--- src/rtl/pool_pkg.sv ---
// Shared types and sizing helpers for the max-pooling controller.
package pool_pkg;

    typedef enum logic {
        ACCUM = 1'b0,
        DRAIN = 1'b1
    } pool_state_t;

    // Counter width for a 0..n-1 range; a 1-entry range still needs one bit.
    function automatic int cnt_w(input int n);
        return (n > 1) ? $clog2(n) : 1;
    endfunction

endpackage

--- src/rtl/max_cmp.sv ---
// Running-max select for the external max register.
// MAXPOOL_SIGNED_EN selects a two's-complement compare; default is unsigned.
module max_cmp #(
    parameter int N = 8
) (
    input  logic         first,
    input  logic [N-1:0] a,
    input  logic [N-1:0] b,
    output logic [N-1:0] y
);

    logic a_gt_b;

`ifdef MAXPOOL_SIGNED_EN
    assign a_gt_b = $signed(a) > $signed(b);
`else
    assign a_gt_b = a > b;
`endif

    // The first element of a window ignores whatever the register still holds.
    assign y = (first || a_gt_b) ? a : b;

endmodule

--- src/rtl/max_pool_ctrl.sv ---
// Max-pooling sequencer: drives an external running-max register and
// returns one pooled value per window. MAXPOOL_SIGNED_EN picks signed compare.
module max_pool_ctrl
    import pool_pkg::*;
#(
    parameter int N       = 8,
    parameter int WIN     = 4,
    parameter int NUM_WIN = 16
) (
    input  logic         clk,
    input  logic         master_rst_n,
    input  logic         flush,
    input  logic         in_valid,
    output logic         in_ready,
    input  logic [N-1:0] in_data,
    output logic         mreg_ce,
    output logic         mreg_rst_m,
    output logic [N-1:0] mreg_din,
    input  logic [N-1:0] mreg_q,
    output logic         out_valid,
    input  logic         out_ready,
    output logic [N-1:0] out_data,
    output logic         out_last
);

    localparam int KW = cnt_w(WIN);
    localparam int WW = cnt_w(NUM_WIN);
    localparam logic [KW-1:0] K_LAST = KW'(WIN - 1);
    localparam logic [WW-1:0] W_LAST = WW'(NUM_WIN - 1);

    pool_state_t   state;
    logic [KW-1:0] k;
    logic [WW-1:0] w;
    logic          accept;
    logic [N-1:0]  sel_max;

    // flush masks both handshakes so nothing transfers in the abort cycle
    assign in_ready   = (state == ACCUM) && !flush;
    assign out_valid  = (state == DRAIN) && !flush;
    assign out_last   = out_valid && (w == W_LAST);
    assign out_data   = mreg_q;
    assign accept     = in_valid && in_ready;

    assign mreg_ce    = flush || accept;
    assign mreg_rst_m = flush;
    assign mreg_din   = accept ? sel_max : '0;

    max_cmp #(.N(N)) u_cmp (
        .first (k == '0),
        .a     (in_data),
        .b     (mreg_q),
        .y     (sel_max)
    );

    always_ff @(posedge clk or negedge master_rst_n) begin
        if (!master_rst_n) begin
            state <= ACCUM;
            k     <= '0;
            w     <= '0;
        end else if (flush) begin
            state <= ACCUM;
            k     <= '0;
            w     <= '0;
        end else begin
            case (state)
                ACCUM: begin
                    if (accept) begin
                        if (k == K_LAST) begin
                            k     <= '0;
                            state <= DRAIN;
                        end else begin
                            k <= k + KW'(1);
                        end
                    end
                end
                DRAIN: begin
                    if (out_ready) begin
                        state <= ACCUM;
                        w     <= (w == W_LAST) ? '0 : w + WW'(1);
                    end
                end
                default: state <= ACCUM;
            endcase
        end
    end

endmodule

--- config.mk ---
export PLATFORM = sky130hd
export DESIGN_NAME = max_pool_ctrl
export DESIGN_NICKNAME = d
export VERILOG_FILES = /design/src/rtl/pool_pkg.sv /design/src/rtl/max_cmp.sv /design/src/rtl/max_pool_ctrl.sv
export SDC_FILE = /design/constraint.sdc
export NUM_CORES = 1
export LEC_CHECK = 0
export CORE_MARGIN = 2
export CORE_UTILIZATION = 42
export DETAILED_ROUTE_END_ITERATION = 6
export HOLD_SLACK_MARGIN = 0.1
export PLACE_DENSITY_LB_ADDON = 0.05
export RECOVER_POWER = 25
export SYNTH_ARGS = -nofsm -noshare
export SYNTH_HDL_FRONTEND = slang
export SYNTH_SLANG_ARGS = --single-unit
--- constraint.sdc ---
create_clock -name clk -period 5.43 [get_ports clk]
set_input_delay 0.543 -clock clk [delete_from_list [all_inputs] [get_ports clk]]
set_output_delay 0.543 -clock clk [all_outputs]
set_load 0.01 [all_outputs]
==> flow_summary.toml, run 1 <==
[logic_synthesis]
seq_area_frac_synth = 0.216
synth.distinct_cells = 24
ys_warn_count = 0
ys.flop_type = "dfrtp_1"
syn_area_sq_um = 812
synth_area_per_cell_sq_um = 7.81
synth_nets = 136
synth-seq-cells = 7
post-synth-top-count-cell = "nand2_1"
async_flop_share = 1.00
syn_inst = 104
yosys.area.top_type = "dfrtp_1"
synth_top_area_frac = 0.216
synth_edf_count = 0
synth_area_leaders = "dfrtp_1 (22%), ha_1 (17%), mux2i_1 (9.9%)"
synth_common_cells = "nand2_1 (21), ha_1 (11), inv_1 (10), buf_4 (9), mux2i_1 (8)"

[power_and_ir_drop]
leakage_uw = 0.000525
vdd_ir_drop_max_mv = 0.157
power_per_cell_area_nw_per_um2 = 152

[timing]
clock.fmax_ghz = 0.261
period_share = 0.705
setup_viol = 0
clock_skew_ns = 0.00399
rsz0062_at_grt = "false"
relSlewSlack = 0.566
fin_crit_ns = 3.83
tns_ns = 0
worst_pin_slew_ns = 0.651
slew_violations = 0
hold_viol_final = 0

[run_status]
status = "completed"

[placed_design]
dp_hpwl_um = 1480
gp_congestion = 0.704
io_buffers = 41

[global_route]
grt_pass1_vias = 665
grt_use_total = 0.155
grt_pass1_wl_um = 2530
overflow = 0
antenna_found_initial = 0
grt_start_max_net_pins = 22

[die]
start_util = 0.460
rows = 15
die_x_um = 48.0
io_pins = 42
core_area_sq_um = 1760
dieArea_sq_um = 2300
die_h_um = 48.0

[clock_tree]
cts-root-buf = "clkbuf_4"
h-tree-depth = 1
holdBufCountCts = 0
cts_made_buffers = 3
clock_sinks = 7
cts_max_path_buffers = 2
worstSkewPairLatency_ns = 0.25
post_cts_buffers = 0
cts.clk_slew.worst_paths_ns = 0.06
cts_resized = 0
cts_tree = "yes"

[worst_setup_path]
crit_path_frequent_cell = "clkdlybuf4s50_1"
crit_path_cell_trace = "clkdlybuf4s50_1 -> inv_1 -> ha_1 -> and3_4 -> a221oi_2 -> nor2_1 -> nor3_4 -> mux2i_1 -> clkdlybuf4s50_1"
cp_max_fo = 8
reg2reg_to = "k[0]$_DFFE_PN0P_"
cp-startpoint = "mreg_q[7]"
startpoint_type = "input port"
crit_end = "mreg_din[3]"
reg2reg_slack_ns = 3.84
critical_path_class = "input port to output pin"
cp.arrival_ns = 3.29
cp_data_required_time_ns = 4.89
r2r_start = "state$_DFF_PN0_"
cp.buffers_inverters = 3
slowest_delay_ns = 0.57
critPathCaptureType = "output pin"
slowest_stage = "clkdlybuf4s50_1"
cp.depth = 9
cp_top_family = "buffers and inverters"
rr_worst_depth = 4

[min_path]
min_path_type = "flop to flop"
holdPathStages = 1

[detailed_routing]
drc_errors = 0
highest_layer = "met4"
wl_met3_um = 88
final_antenna_net_count = 0
wl_per_cell_um = 10.9
wl_met2_um = 928
drt_iter0_drc = 8
drtPass1Iterations = 4
wl_met1_um = 756
via_count = 809
vias_per_cell = 4.96
routed_wl_um = 1780

[finish]
fin_util = 0.684
antenna_cells = 0
areaGrowthSynthToFinish_pct = 48.5
layout-drive-gt1-share = 0.0580
nets = 171

[run]
drv_cap = 0
-- per-stage QoR --
step | instances | cell area, sq um | power, uW | hold slack [ns] | worst slack, ns
2_1_floorplan | 104 | 812 | 101 | 0.247 | 2.76
3_3_place_gp | 159 | 1180 | 137 | 0.467 | 1.66
3_5_place_dp | 159 | 1180 | 138 | 0.475 | 1.55
4_1_cts | 163 | 1210 | 188 | 0.483 | 1.55
5_1_grt | 163 | 1210 | 195 | 0.516 | 1.45
6_report | 163 | 1210 | 184 | 0.479 | 1.60
-- metal layers --
layer,up-vias,global-route usage
li1,416,-
met1,366,0.176
met3,2,0.0151
met4,0,0.0649
met5,-,0
met2,25,0.291
-- power breakdown --
| part | total, uW | internal (uW) | switching (uW) |
|---|---|---|---|
| sequential | 55.6 | 54.1 | 1.43 |
| clock | 47.5 | 27.0 | 20.6 |
| combinational | 80.8 | 45.2 | 35.5 |
| total | 184 | 126 | 57.5 |
-- cell families after synthesis --
logic type	synth area share
simple gates	0.262
buf+inv	0.139
compound gates	0.105
fa+ha+maj	0.169
mux	0.0986
flops	0.216
xor+xnor	0.0108
-- how the worst min path moves through the flow --
stage                     start                to  slack (ns)
2_1_floorplan      master_rst_n  k[0]$_DFFE_PN0P_        0.25
3_3_place_gp   w[3]$_DFFE_PN0P_  w[3]$_DFFE_PN0P_        0.47
3_5_place_dp   w[3]$_DFFE_PN0P_  w[3]$_DFFE_PN0P_        0.47
4_1_cts        w[3]$_DFFE_PN0P_  w[3]$_DFFE_PN0P_        0.48
5_1_grt        w[3]$_DFFE_PN0P_  w[3]$_DFFE_PN0P_        0.52
6_report       w[3]$_DFFE_PN0P_  w[3]$_DFFE_PN0P_        0.48
-- worst reg2reg max path, cell delays in order (launching register included) --
cell and delay (ns):
dfrtp_1 0.46, nor2_1 0.16, and2_1 0.57, or2_2 0.23, o21ai_1 0.06
-- sequential cells by signal (all words and copies together), names as in the netlist --
register and cells:
state 1, k 2, w 4
-- cell type report --
cell class | instances | area (sq um)
fill | 159 | 558
multi-input combinational | 76 | 524
timing repair buffer | 41 | 410
sequential | 7 | 175
inverter | 10 | 37.5
tap | 25 | 31.3
clock buffer | 3 | 22.5
clock inverter | 1 | 5.00
-- cells in the final DEF (no fill, tap or decap), drive strengths merged, types with 2 or more instances in the layout --
cell type / count
a21oi: 5
clkbuf: 3
clkdlybuf4s50: 39
dfrtp: 7
dlygate4sd3: 2
ha: 11
inv: 10
mux2i: 8
nand2: 21
nand3: 6
nand4: 2
nor2: 5
nor2b: 4
o21ai: 3
o31ai: 2
Note: power is estimated with default switching activity, not from simulation.
==> run 2, diff against run 1 <==
Settings changed: CORE_UTILIZATION 42 to 39.
Clock period 5.43 ns to 3.9 ns, I/O delays scaled along.
==> flow_summary.toml, run 2 (same netlist as run 1, synthesis figures left out) <==
[global_route]
grt_pass1_vias = 779
antenna_found_initial = 0
grt_start_max_net_pins = 22
overflow = 0
grt_use_total = 0.157
grt_pass1_wl_um = 3100

[power_and_ir_drop]
leakage_uw = 0.000522
power_per_cell_area_nw_per_um2 = 211
finalPower_uw = 254
vdd_ir_drop_max_mv = 0.175

[die]
core_area_sq_um = 1960
die_x_um = 49.6
start_util = 0.414
die_h_um = 49.6
dieArea_sq_um = 2460
io_pins = 42
rows = 16

[detailed_routing]
vias_per_cell = 4.79
drc_errors = 0
via_count = 790
drtPass1Iterations = 3
routed_wl_um = 1790
drt_iter0_drc = 4
wl_per_cell_um = 10.8
final_antenna_net_count = 0

[clock_tree]
h-tree-depth = 1
cts_tree = "yes"
cts-root-buf = "clkbuf_4"
cts_max_path_buffers = 2
cts_resized = 0
holdBufCountCts = 0
cts.clk_slew.worst_paths_ns = 0.05
clock_sinks = 7
worstSkewPairLatency_ns = 0.24
cts_made_buffers = 3
post_cts_buffers = 0

[worst_setup_path]
crit_path_frequent_cell = "clkdlybuf4s50_1"
critical_path_class = "input port to output pin"
cp_top_family = "buffers and inverters"
startpoint_type = "input port"
cp.buffers_inverters = 3
cp.arrival_ns = 3.11
cp_data_required_time_ns = 3.51
slowest_stage = "clkdlybuf4s50_1"
slowest_delay_ns = 0.56
crit_path_cell_trace = "clkdlybuf4s50_1 -> inv_1 -> ha_1 -> and3_4 -> a221oi_2 -> nor2_1 -> nor3_4 -> mux2i_1 -> clkdlybuf4s50_1"
critPathCaptureType = "output pin"
cp_max_fo = 8

[finish]
areaGrowthSynthToFinish_pct = 48.7
antenna_cells = 0
largest_reg_flops = 4
nets = 171
top_regs = "w x4, k x2, state x1"
layout-drive-gt1-share = 0.0507
final_cell_mix = "clkdlybuf4s50_1 (39), nand2_1 (21), ha_1 (11), inv_1 (10), mux2i_1 (8)"
regMostFlops = "w"
final_common_cell = "clkdlybuf4s50_1"
fin_util = 0.615
fin_area_sq_um = 1210

[placed_design]
place_area_sq_um = 1180
pre_cts_ws_ns = 0.369
dp_hpwl_um = 1500
gp_congestion = 0.756
io_buffers = 41

[timing]
rsz0062_at_grt = "false"
worst_pin_slew_ns = 0.665
tns_ns = 0
fin_ws_ns = 0.403
period_share = 0.897
hold_viol_final = 0
setup_viol = 0
fin_crit_ns = 3.50
clock_skew_ns = 0.000389
slew_violations = 0
relSlewSlack = 0.557
clock.fmax_ghz = 0.286

[run_status]
status = "completed"

[run]
drv_cap = 0

[min_path]
min_path_type = "input port to asynchronous set/reset pin"
[run 2: cell types whose count changed in the layout (fill, tap and decap cells not counted), sizes merged]
| cell | previous run | this run |
|---|---|---|
| clkbuf | 3 | 4 |
| clkinv | 1 | 0 |
[run 2: layer usage]
| metal | global-route usage | wire, um |
|---|---|---|
| met5 | 0 | 0 |
| met2 | 0.298 | 912 |
| met4 | 0.0602 | 5 |
| met3 | 0.0303 | 83 |
| met1 | 0.168 | 783 |
[run 2: power breakdown]
| part | internal, uW | switching, uW |
|---|---|---|
| registers | 75.4 | 2.03 |
| logic | 62.9 | 49.4 |
| clock network | 39.0 | 25.5 |
[run 2: worst reg2reg max path, stage by stage (launching register included)]
cell     delay (ns)
dfrtp_1        0.45
nor2_1         0.16
and2_1         0.58
or2_2          0.24
o21ai_1        0.06
[run 2: final timing paths]
path                                       start          endpoint  slack [ns]  depth (start not counted)
worst max-delay path                   mreg_q[7]       mreg_din[3]        0.40                          9
worst min-delay path                master_rst_n  w[1]$_DFFE_PN0P_        0.47                          1
worst max register to register   state$_DFF_PN0_  k[0]$_DFFE_PN0P_        2.30                          4
worst min register to register  w[3]$_DFFE_PN0P_  w[3]$_DFFE_PN0P_        0.50                          1
max in group asynchronous           master_rst_n  k[0]$_DFFE_PN0P_        3.19                          1
min in group clk                w[3]$_DFFE_PN0P_  w[3]$_DFFE_PN0P_        0.50                          1
[run 2: per-stage QoR]
stage / cells / hold WS (ns)
after floorplan: 104 / 0.0944
after global placement: 161 / 0.472
after detailed placement: 161 / 0.485
after CTS: 165 / 0.406
after global routing: 165 / 0.487
final: 165 / 0.470
[run 2: area by class of cell]
| class | instances | area, sq um |
|---|---|---|
| tap | 27 | 33.8 |
| fill | 189 | 754 |
| timing repair buffer | 41 | 410 |
| multi-input combinational | 76 | 524 |
| inverter | 10 | 37.5 |
| clock buffer | 4 | 26.3 |
| sequential | 7 | 175 |
==> run 3, diff against run 2 <==
Settings changed: ABC_CLOCK_PERIOD_IN_PS set to 3900.
==> results of run 3 <==
The final DEF is identical to that of run 2; final timing and power are the same.
